--- src/rtl/booth_pkg.sv ---
// Shared definitions for the radix-4 Booth multipliers.
// State encoding, width derivation and digit decoding.
package booth_pkg;

    typedef enum logic [1:0] {
        IDLE = 2'd0,
        BUSY = 2'd1,
        DONE = 2'd2
    } state_t;

    typedef struct packed {
        logic x_sel;
        logic x2_sel;
        logic neg;
    } digit_t;

    // Extended operand width: room for sign of unsigned operands.
    function automatic int wx_of(input int w);
        return w + 2;
    endfunction

    // Number of radix-4 digits covering the extended multiplier.
    function automatic int nd_of(input int w);
        return w / 2 + 1;
    endfunction

    // Decode y bits {2i+1, 2i, 2i-1} into select/negate controls.
    function automatic digit_t booth_dec(input logic [2:0] d);
        digit_t r;
        r.x_sel  = d[1] ^ d[0];
        r.x2_sel = (d[2] & ~d[1] & ~d[0]) | (~d[2] & d[1] & d[0]);
        r.neg    = d[2];
        return r;
    endfunction

endpackage

--- src/rtl/booth_pp_gen.sv ---
// Booth partial-product generator.
// Selects 0, x or 2x and conditionally negates it.
module booth_pp_gen #(
    parameter int WX = 18
) (
    input  logic [WX-1:0] x,
    input  logic          x_sel,
    input  logic          x2_sel,
    input  logic          neg,
    output logic [WX:0]   pp
);

    logic [WX:0] mag;

    // Magnitude select then one's complement plus carry-in.
    always_comb begin
        mag = ({x[WX-1], x} & {(WX+1){x_sel}})
            | ({x, 1'b0} & {(WX+1){x2_sel}});
        pp  = ({(WX+1){neg}} ^ mag) + {{WX{1'b0}}, neg};
    end

endmodule

--- src/rtl/booth_mul_seq.sv ---
// Iterative radix-4 Booth multiplier, one digit per cycle.
// Valid/ready on both sides; signed or unsigned per operation.
module booth_mul_seq
    import booth_pkg::*;
#(
    parameter int W = 16
) (
    input  logic           clk,
    input  logic           rst_n,
    input  logic           in_valid,
    output logic           in_ready,
    input  logic [W-1:0]   a,
    input  logic [W-1:0]   b,
    input  logic           is_signed,
    output logic           out_valid,
    input  logic           out_ready,
    output logic [2*W-1:0] p,
    output logic           busy
);

    localparam int WX = wx_of(W);
    localparam int ND = nd_of(W);
    localparam int CW = $clog2(ND + 1);
    localparam int AW = 2 * WX;

    state_t        state;
    logic [WX-1:0] x;
    logic [WX:0]   y;
    logic [AW-1:0] acc;
    logic [CW-1:0] cnt;

    logic [WX-1:0] ax;
    logic [WX-1:0] bx;
    digit_t        dig;
    logic [WX:0]   pp;
    logic [AW-1:0] pp_ext;
    logic [AW-1:0] acc_next;

    // Operand extension and next accumulator value.
    always_comb begin
        ax       = is_signed ? {{2{a[W-1]}}, a} : {2'b00, a};
        bx       = is_signed ? {{2{b[W-1]}}, b} : {2'b00, b};
        dig      = booth_dec(y[2:0]);
        pp_ext   = {{(AW-WX-1){pp[WX]}}, pp};
        acc_next = acc + (pp_ext << {cnt, 1'b0});
    end

    booth_pp_gen #(
        .WX(WX)
    ) u_pp (
        .x      (x),
        .x_sel  (dig.x_sel),
        .x2_sel (dig.x2_sel),
        .neg    (dig.neg),
        .pp     (pp)
    );

    // Control FSM with shift-accumulate datapath.
    always_ff @(posedge clk or negedge rst_n) begin
        if (!rst_n) begin
            state     <= IDLE;
            in_ready  <= 1'b1;
            out_valid <= 1'b0;
            busy      <= 1'b0;
            p         <= '0;
            x         <= '0;
            y         <= '0;
            acc       <= '0;
            cnt       <= '0;
        end else begin
            unique case (state)
                IDLE: begin
                    if (in_valid) begin
                        x        <= ax;
                        y        <= {bx, 1'b0};
                        acc      <= '0;
                        cnt      <= '0;
                        in_ready <= 1'b0;
                        busy     <= 1'b1;
                        state    <= BUSY;
                    end
                end
                BUSY: begin
                    acc <= acc_next;
                    y   <= y >> 2;
                    cnt <= cnt + 1'b1;
                    if (cnt == CW'(ND - 1)) begin
                        p         <= acc_next[2*W-1:0];
                        out_valid <= 1'b1;
                        busy      <= 1'b0;
                        state     <= DONE;
                    end
                end
                DONE: begin
                    if (out_ready) begin
                        out_valid <= 1'b0;
                        in_ready  <= 1'b1;
                        state     <= IDLE;
                    end
                end
                default: state <= IDLE;
            endcase
        end
    end

endmodule
--- config.mk ---
export PLATFORM = sky130hd
export DESIGN_NAME = booth_mul_seq
export DESIGN_NICKNAME = d
export VERILOG_FILES = /design/src/rtl/booth_pkg.sv /design/src/rtl/booth_pp_gen.sv /design/src/rtl/booth_mul_seq.sv
export SDC_FILE = /design/constraint.sdc
export NUM_CORES = 1
export LEC_CHECK = 0
export CORE_ASPECT_RATIO = 1.1
export CORE_MARGIN = 2
export CORE_UTILIZATION = 50
export CTS_BUF_LIST = sky130_fd_sc_hd__clkbuf_8
export CTS_CLUSTER_DIAMETER = 30
export CTS_CLUSTER_SIZE = 30
export DETAILED_ROUTE_END_ITERATION = 12
export GPL_ROUTABILITY_DRIVEN = 0
export GPL_TIMING_DRIVEN = 0
export PLACE_DENSITY = 0.69
export RECOVER_POWER = 100
export SLEW_MARGIN = 20
export SYNTH_ARGS = -nofsm -noshare
export SYNTH_HDL_FRONTEND = slang
export SYNTH_HIERARCHICAL = 1
export SYNTH_SLANG_ARGS = --single-unit
export TNS_END_PERCENT = 100
--- constraint.sdc ---
create_clock -name clk -period 6.4 [get_ports clk]
set_input_delay 0.96 -clock clk [delete_from_list [all_inputs] [get_ports clk]]
set_output_delay 0.96 -clock clk [all_outputs]
set_load 0.01 [all_outputs]
* Yosys cells after proc, flatten, opt, wreduce, memory -nomap -nowiden
Index checks and enable logic that the tools add are counted.
Word-level totals: bits in registers 114, input port bits 37, output and inout port bits 35, logic and storage cells 64
Operators by class: add/sub/neg operators 3, eq/ne operators 6, shift operators 1, mux-type cells 21, bitwise logic cells 13, reductions and logical operators 11
Operators by type and width (number):
- case mux 36 bit (2 select lines) | 1
- bitwise AND 19 bit | 2
- case mux 19 bit (2 select lines) | 1
- adder 36 bit | 1
- 2-to-1 mux 18 bit | 2
- 2-to-1 mux 36 bit | 1
- left shift 36 x 5 -> 36 bit | 1
- adder 19 x 1 -> 19 bit | 1
- 2-to-1 mux 19 bit | 1
- OR 19 bit | 1
- bitwise XOR 19 bit | 1
- AND reduction 3 bit | 4
- case mux 4 bit (2 select lines) | 1
- 2-to-1 mux 1 bit | 6
- 2-to-1 mux 2 bit | 3
- != test 2 bit, second input constant | 3
- case mux 1 bit (2 select lines) | 3
- case mux 2 bit (3 select lines) | 1
- AND reduction 2 bit | 3
- nonzero test 2 bit | 3
- adder 4 x 1 -> 4 bit, second input constant | 1
- bitwise AND 1 bit | 4
- == test 4 bit, second input constant | 1
- 2-to-1 mux 4 bit | 1
- other kinds (6) | 8

* Depth between registers and ports, before layout
depth after elaboration 11, depth in mapped cells 26

* By module
Netlist, hierarchy kept.
Modules (own cells, without submodules):
- booth_mul_seq | instances 1, cells an instance 736, area each 6575.1 um^2, seq. area each 2703.8 um^2
- booth_pp_gen | instances 1, cells an instance 131, area each 1001.0 um^2, seq. area each 0.0 um^2

* Worst setup path after synthesis
No wires, ideal clock.
kind register to register, from register y[2], to register p[25], library setup time 125 ps, arrival 4806 ps, required time 6275 ps, slack 1470 ps, cell stages (with the launch flop) 22, buffers on the path 1, clock period less this slack 4930 ps, cell sequence dfrtp_1 -> o21ai_0 -> buf_6 -> a22oi_2 -> xnor2_1 -> ha_1 -> nand3_1 -> a2111oi_4 -> xnor3_1 -> mux2_2 -> o21ai_0 -> mux2i_1 -> nor2b_1 -> ha_1 -> a21oi_1 -> o21ai_0 -> a41oi_1 -> nand2_1 -> nor2_1 -> o21ai_0 -> xor2_1 -> mux2_2
RTL lines:
- start, declared | RTL line booth_mul_seq.sv:28 | logic [WX:0] y;
- start signal, assigned | RTL line booth_mul_seq.sv:75 | y <= {bx, 1'b0};
- start signal, assigned | RTL line booth_mul_seq.sv:85 | y <= y >> 2;
- end signal, assigned | RTL line booth_mul_seq.sv:88 | p <= acc_next[2*W-1:0];
- end, declared | RTL line booth_mul_seq.sv:17 | output logic [2*W-1:0] p,

* Final worst setup path
from register y[2], to register p[21]
On the way: longest elaborated chain between the ends 10
Ends and longest elaborated chain:
- inverter 1 bit | RTL line booth_pkg.sv:31 | r.x2_sel = (d[2] & ~d[1] & ~d[0]) | (~d[2] & d[1] & d[0]);
- bitwise AND 1 bit (2 in series) | RTL line booth_pkg.sv:31
- OR 1 bit | RTL line booth_pkg.sv:31
- bitwise AND 19 bit | RTL line booth_pp_gen.sv:18 | | ({x, 1'b0} & {(WX+1){x2_sel}});
- OR 19 bit | RTL line booth_pp_gen.sv:18
- bitwise XOR 19 bit | RTL line booth_pp_gen.sv:19 | pp = ({(WX+1){neg}} ^ mag) + {{WX{1'b0}}, neg};
- adder 19 x 1 -> 19 bit * | RTL line booth_pp_gen.sv:19
- net pp[10] | RTL line booth_mul_seq.sv:35 | logic [WX:0] pp;
- left shift 36 x 5 -> 36 bit * | RTL line booth_mul_seq.sv:45 | acc_next = acc + (pp_ext << {cnt, 1'b0});
- adder 36 bit * | RTL line booth_mul_seq.sv:45
The timed path passes the listed nets; every way through them passes the cells marked *. A chain may end at the register's enable or synchronous reset.

==> impl_metrics.yaml <==
status:
  outcome: "finished with violations"
  violations: "capacitance limit, slew limit"
timing:
  final_max_slew_viol_count: 111
  fin_crit_ps: 5890
  rsz0062_at_grt: "no"
  finalSetupViolCount: 0
  tightest_slew_ps: 2920
  skew_ps: 16.5
  hold_viol_final: 0
  min_period_over_period_pct: 92.0
  relSlewSlack_pct: -94.4
  setup_tns_ps: 0
  fmax_mhz: 170
global_routing:
  grtUsageTotal_pct: 24.4
  grt_pass1_wl_mm: 31.7
  grt_max_degree: 58
  grt_overflow: 0
  grt_pass1_vias: 6293
  antenna_found_initial: 0
clock_tree:
  htree_num_levels: 3
  cts.sink_count: 108
  clk_latency_ps: 400
  cts_resized: 0
  cts-root-buf: "clkbuf_8"
  cts_tree: "yes"
  postCtsSetupBuffers: 0
  cts.clk_slew.worst_paths_ps: 120
  tritoncts.num_buffers: 9
  ctsLongestPathBuffers: 2
  ctsHoldBuffers: 0
worst_setup_path:
  start_kind: "flop"
  path_buf_inv: 3
  cp_slowest_cell: "a41oi_1"
  crit_fanout: 10
  critPathKind: "reg2reg"
  critPathArrivalTime_ps: 6160
  worst_ep_required_time_ps: 6670
  critical-path-top-delay-family: "compound AO/OA/AOI/OAI gates"
  endpoint_kind: "flop"
  crit_chain: "buf_2 -> buf_2 -> buf_2 -> xnor2_1 -> ha_1 -> nand3_1 -> nor3_1 -> o21a_1 -> xnor2_1 -> mux2i_1 -> nand2_1 -> o21ai_0 -> nor2_1 -> a21oi_1 -> nor2_1 -> ha_1 -> a21oi_1 -> o21ai_0 -> a41oi_1 -> o21a_1 -> o21ai_0 -> a31oi_1 -> xor2_1 -> o21ai_0"
  slowest_delay_ps: 550
  path_common_cell: "o21ai_0"
detailed_routing:
  drt-total-wl_mm: 18.8
  ant_nets: 0
  drc: 0
  via_per_inst: 5.74
  drt-pass1-iter-count: 5
  routedWlPerCell_um: 16.3
  drtIter0Drc: 407
  via_count: 6605
logic_synthesis:
  yosysMostFrequentCell: "nand2_1"
  ys_seq_area_share_pct: 35.7
  synthArstFlopShare_pct: 100
  ys_top_cells_by_area: "dfrtp_1 35%, nand2_1 7.7%, ha_1 5.8%"
  ys_top_cells_by_count: "155 x nand2_1, 107 x dfrtp_1, 66 x o21ai_0"
  yosys_warnings: 6
  synth_nets: 940
  synth_ff_type: "dfrtp_1"
  syn_inst: 867
  yosys.area.top_type: "dfrtp_1"
  synth-edff-count: 0
  ys_types: 65
  yosysTopAreaCellShare_pct: 35.3
  synth_seq_cells: 108
  netlist_area_sq_um: 7580
  synth_area_per_cell_sq_um: 8.74
placed_design:
  io_buffers: 71
  dpl.hpwl_mm: 14.4
run:
  maxCapViolCount: 2
die:
  die_height_um: 133
  initial_core_util_pct: 50.7
  num_rows: 47
  coreArea_sq_um: 14900
  ioPinCount: 72
  fp.dieW_um: 121
  die-area_sq_um: 16200
final_layout:
  n_antenna_cell: 0
  area_growth_pct: 15.4
  nets: 1023
  drive_above_1_share_pct: 6.91
worst_hold_path:
  min_path_type: "reg2reg"
per-stage QoR:
| step | utilization, % | hold WS [ps] | instance area (sq um) | setup WS [ps] | instances |
|---|---|---|---|---|---|
| 2_1_floorplan | - | 449 | 7580 | 1470 | 867 |
| 3_3_place_gp | 57.1 | 459 | 8530 | 180 | 1134 |
| 3_5_place_dp | 57.3 | 462 | 8560 | 320 | 1135 |
| 4_1_cts | 58.8 | 487 | 8780 | 309 | 1151 |
| 5_1_grt | 58.5 | 500 | 8740 | 47.4 | 1151 |
| 6_report | 58.5 | 473 | 8740 | 511 | 1151 |
metal layers:
layer	vias up	share of wire, %	global-route usage [%]
met1	3177	48	34.7
met3	17	5.2	5.14
met2	128	46	38.0
li1	3283	-	-
met5	-	0	0
met4	0	1.4	6.00
final cells by class:
class / count / area [sq um]
Buffer: 56 / 231
Clock buffer: 10 / 138
Clock inverter: 6 / 77.6
Fill cell: 1428 / 6190
Inverter: 12 / 45.0
Multi-Input combinational cell: 691 / 4590
Sequential cell: 108 / 2710
Tap cell: 196 / 245
Timing Repair Buffer: 72 / 708
state kept, by name, summed over array words and instances, names as in the netlist:
| signal | flops |
|---|---|
| acc | 32 |
| busy | 1 |
| cnt | 4 |
| in_ready | 1 |
| out_valid | 1 |
| p | 32 |
| state | 2 |
| x | 17 |
| y | 18 |
worst reg2reg max path: stages, from the launching register on:
cell     delay (ps)
dfrtp_2         540
buf_2           290
buf_2           270
buf_2           310
xnor2_1         160
ha_1            250
nand3_1         220
nor3_1          380
o21a_1          190
xnor2_1          90
mux2i_1         190
nand2_1          70
o21ai_0         130
nor2_1           70
a21oi_1         210
nor2_1           80
ha_1            390
a21oi_1         180
o21ai_0         110
a41oi_1         550
o21a_1          300
o21ai_0         110
a31oi_1         250
xor2_1          270
o21ai_0         140
cells in the final DEF, fill, tap and decap left out, types with 4 or more instances in the layout:
| cell | n |
|---|---|
| a21o_1 | 15 |
| a22oi_1 | 11 |
| nand4_1 | 8 |
| o21ai_0 | 67 |
| inv_1 | 12 |
| a211oi_1 | 13 |
| a31oi_1 | 5 |
| a22o_1 | 32 |
| nor3_1 | 5 |
| clkdlybuf4s50_1 | 34 |
| o22ai_1 | 8 |
| and3_1 | 12 |
| nor2_1 | 53 |
| o31ai_1 | 4 |
| dlygate4sd3_1 | 36 |
| xor2_1 | 14 |
| mux2i_1 | 35 |
| o21a_1 | 6 |
| nor2b_1 | 6 |
| nand3_1 | 15 |
| xnor2_1 | 47 |
| ha_1 | 35 |
| o21bai_1 | 7 |
| nand2_1 | 155 |
| clkbuf_1 | 47 |
| o211ai_1 | 7 |
| clkbuf_8 | 10 |
| a21oi_1 | 61 |
| mux2_2 | 24 |
| buf_2 | 4 |
| dfrtp_1 | 106 |
cells by family (layout without fill, tap and decap cells):
family                     Yosys count  count (layout)  share of synthesized area, %
and+or+nand+nor                    266             266                          15.0
AOI/OAI and AO/OA                  265             265                          23.4
DFF                                108             108                          35.7
buffers and inverters               68             156                          3.67
xor gates and xnor gates            63              63                          7.56
muxes                               61              61                          8.69
adders and majority gates           36              36                          6.04
final timing paths:
check,startpoint,end,slack (ps),cells past startpoint
hold / removal,p[6],p[6],470,2
min in group asynchronous,rst_n,y[8],1420,1
setup reg to reg,y[2],p[21],510,24
max in group asynchronous,rst_n,acc[8],1170,2
hold reg to reg,p[6],p[6],470,2
setup / recovery,y[2],p[21],510,24
Power is not shown: default switching activity piles up to over one toggle a cycle in this logic, so the estimate is an artifact.
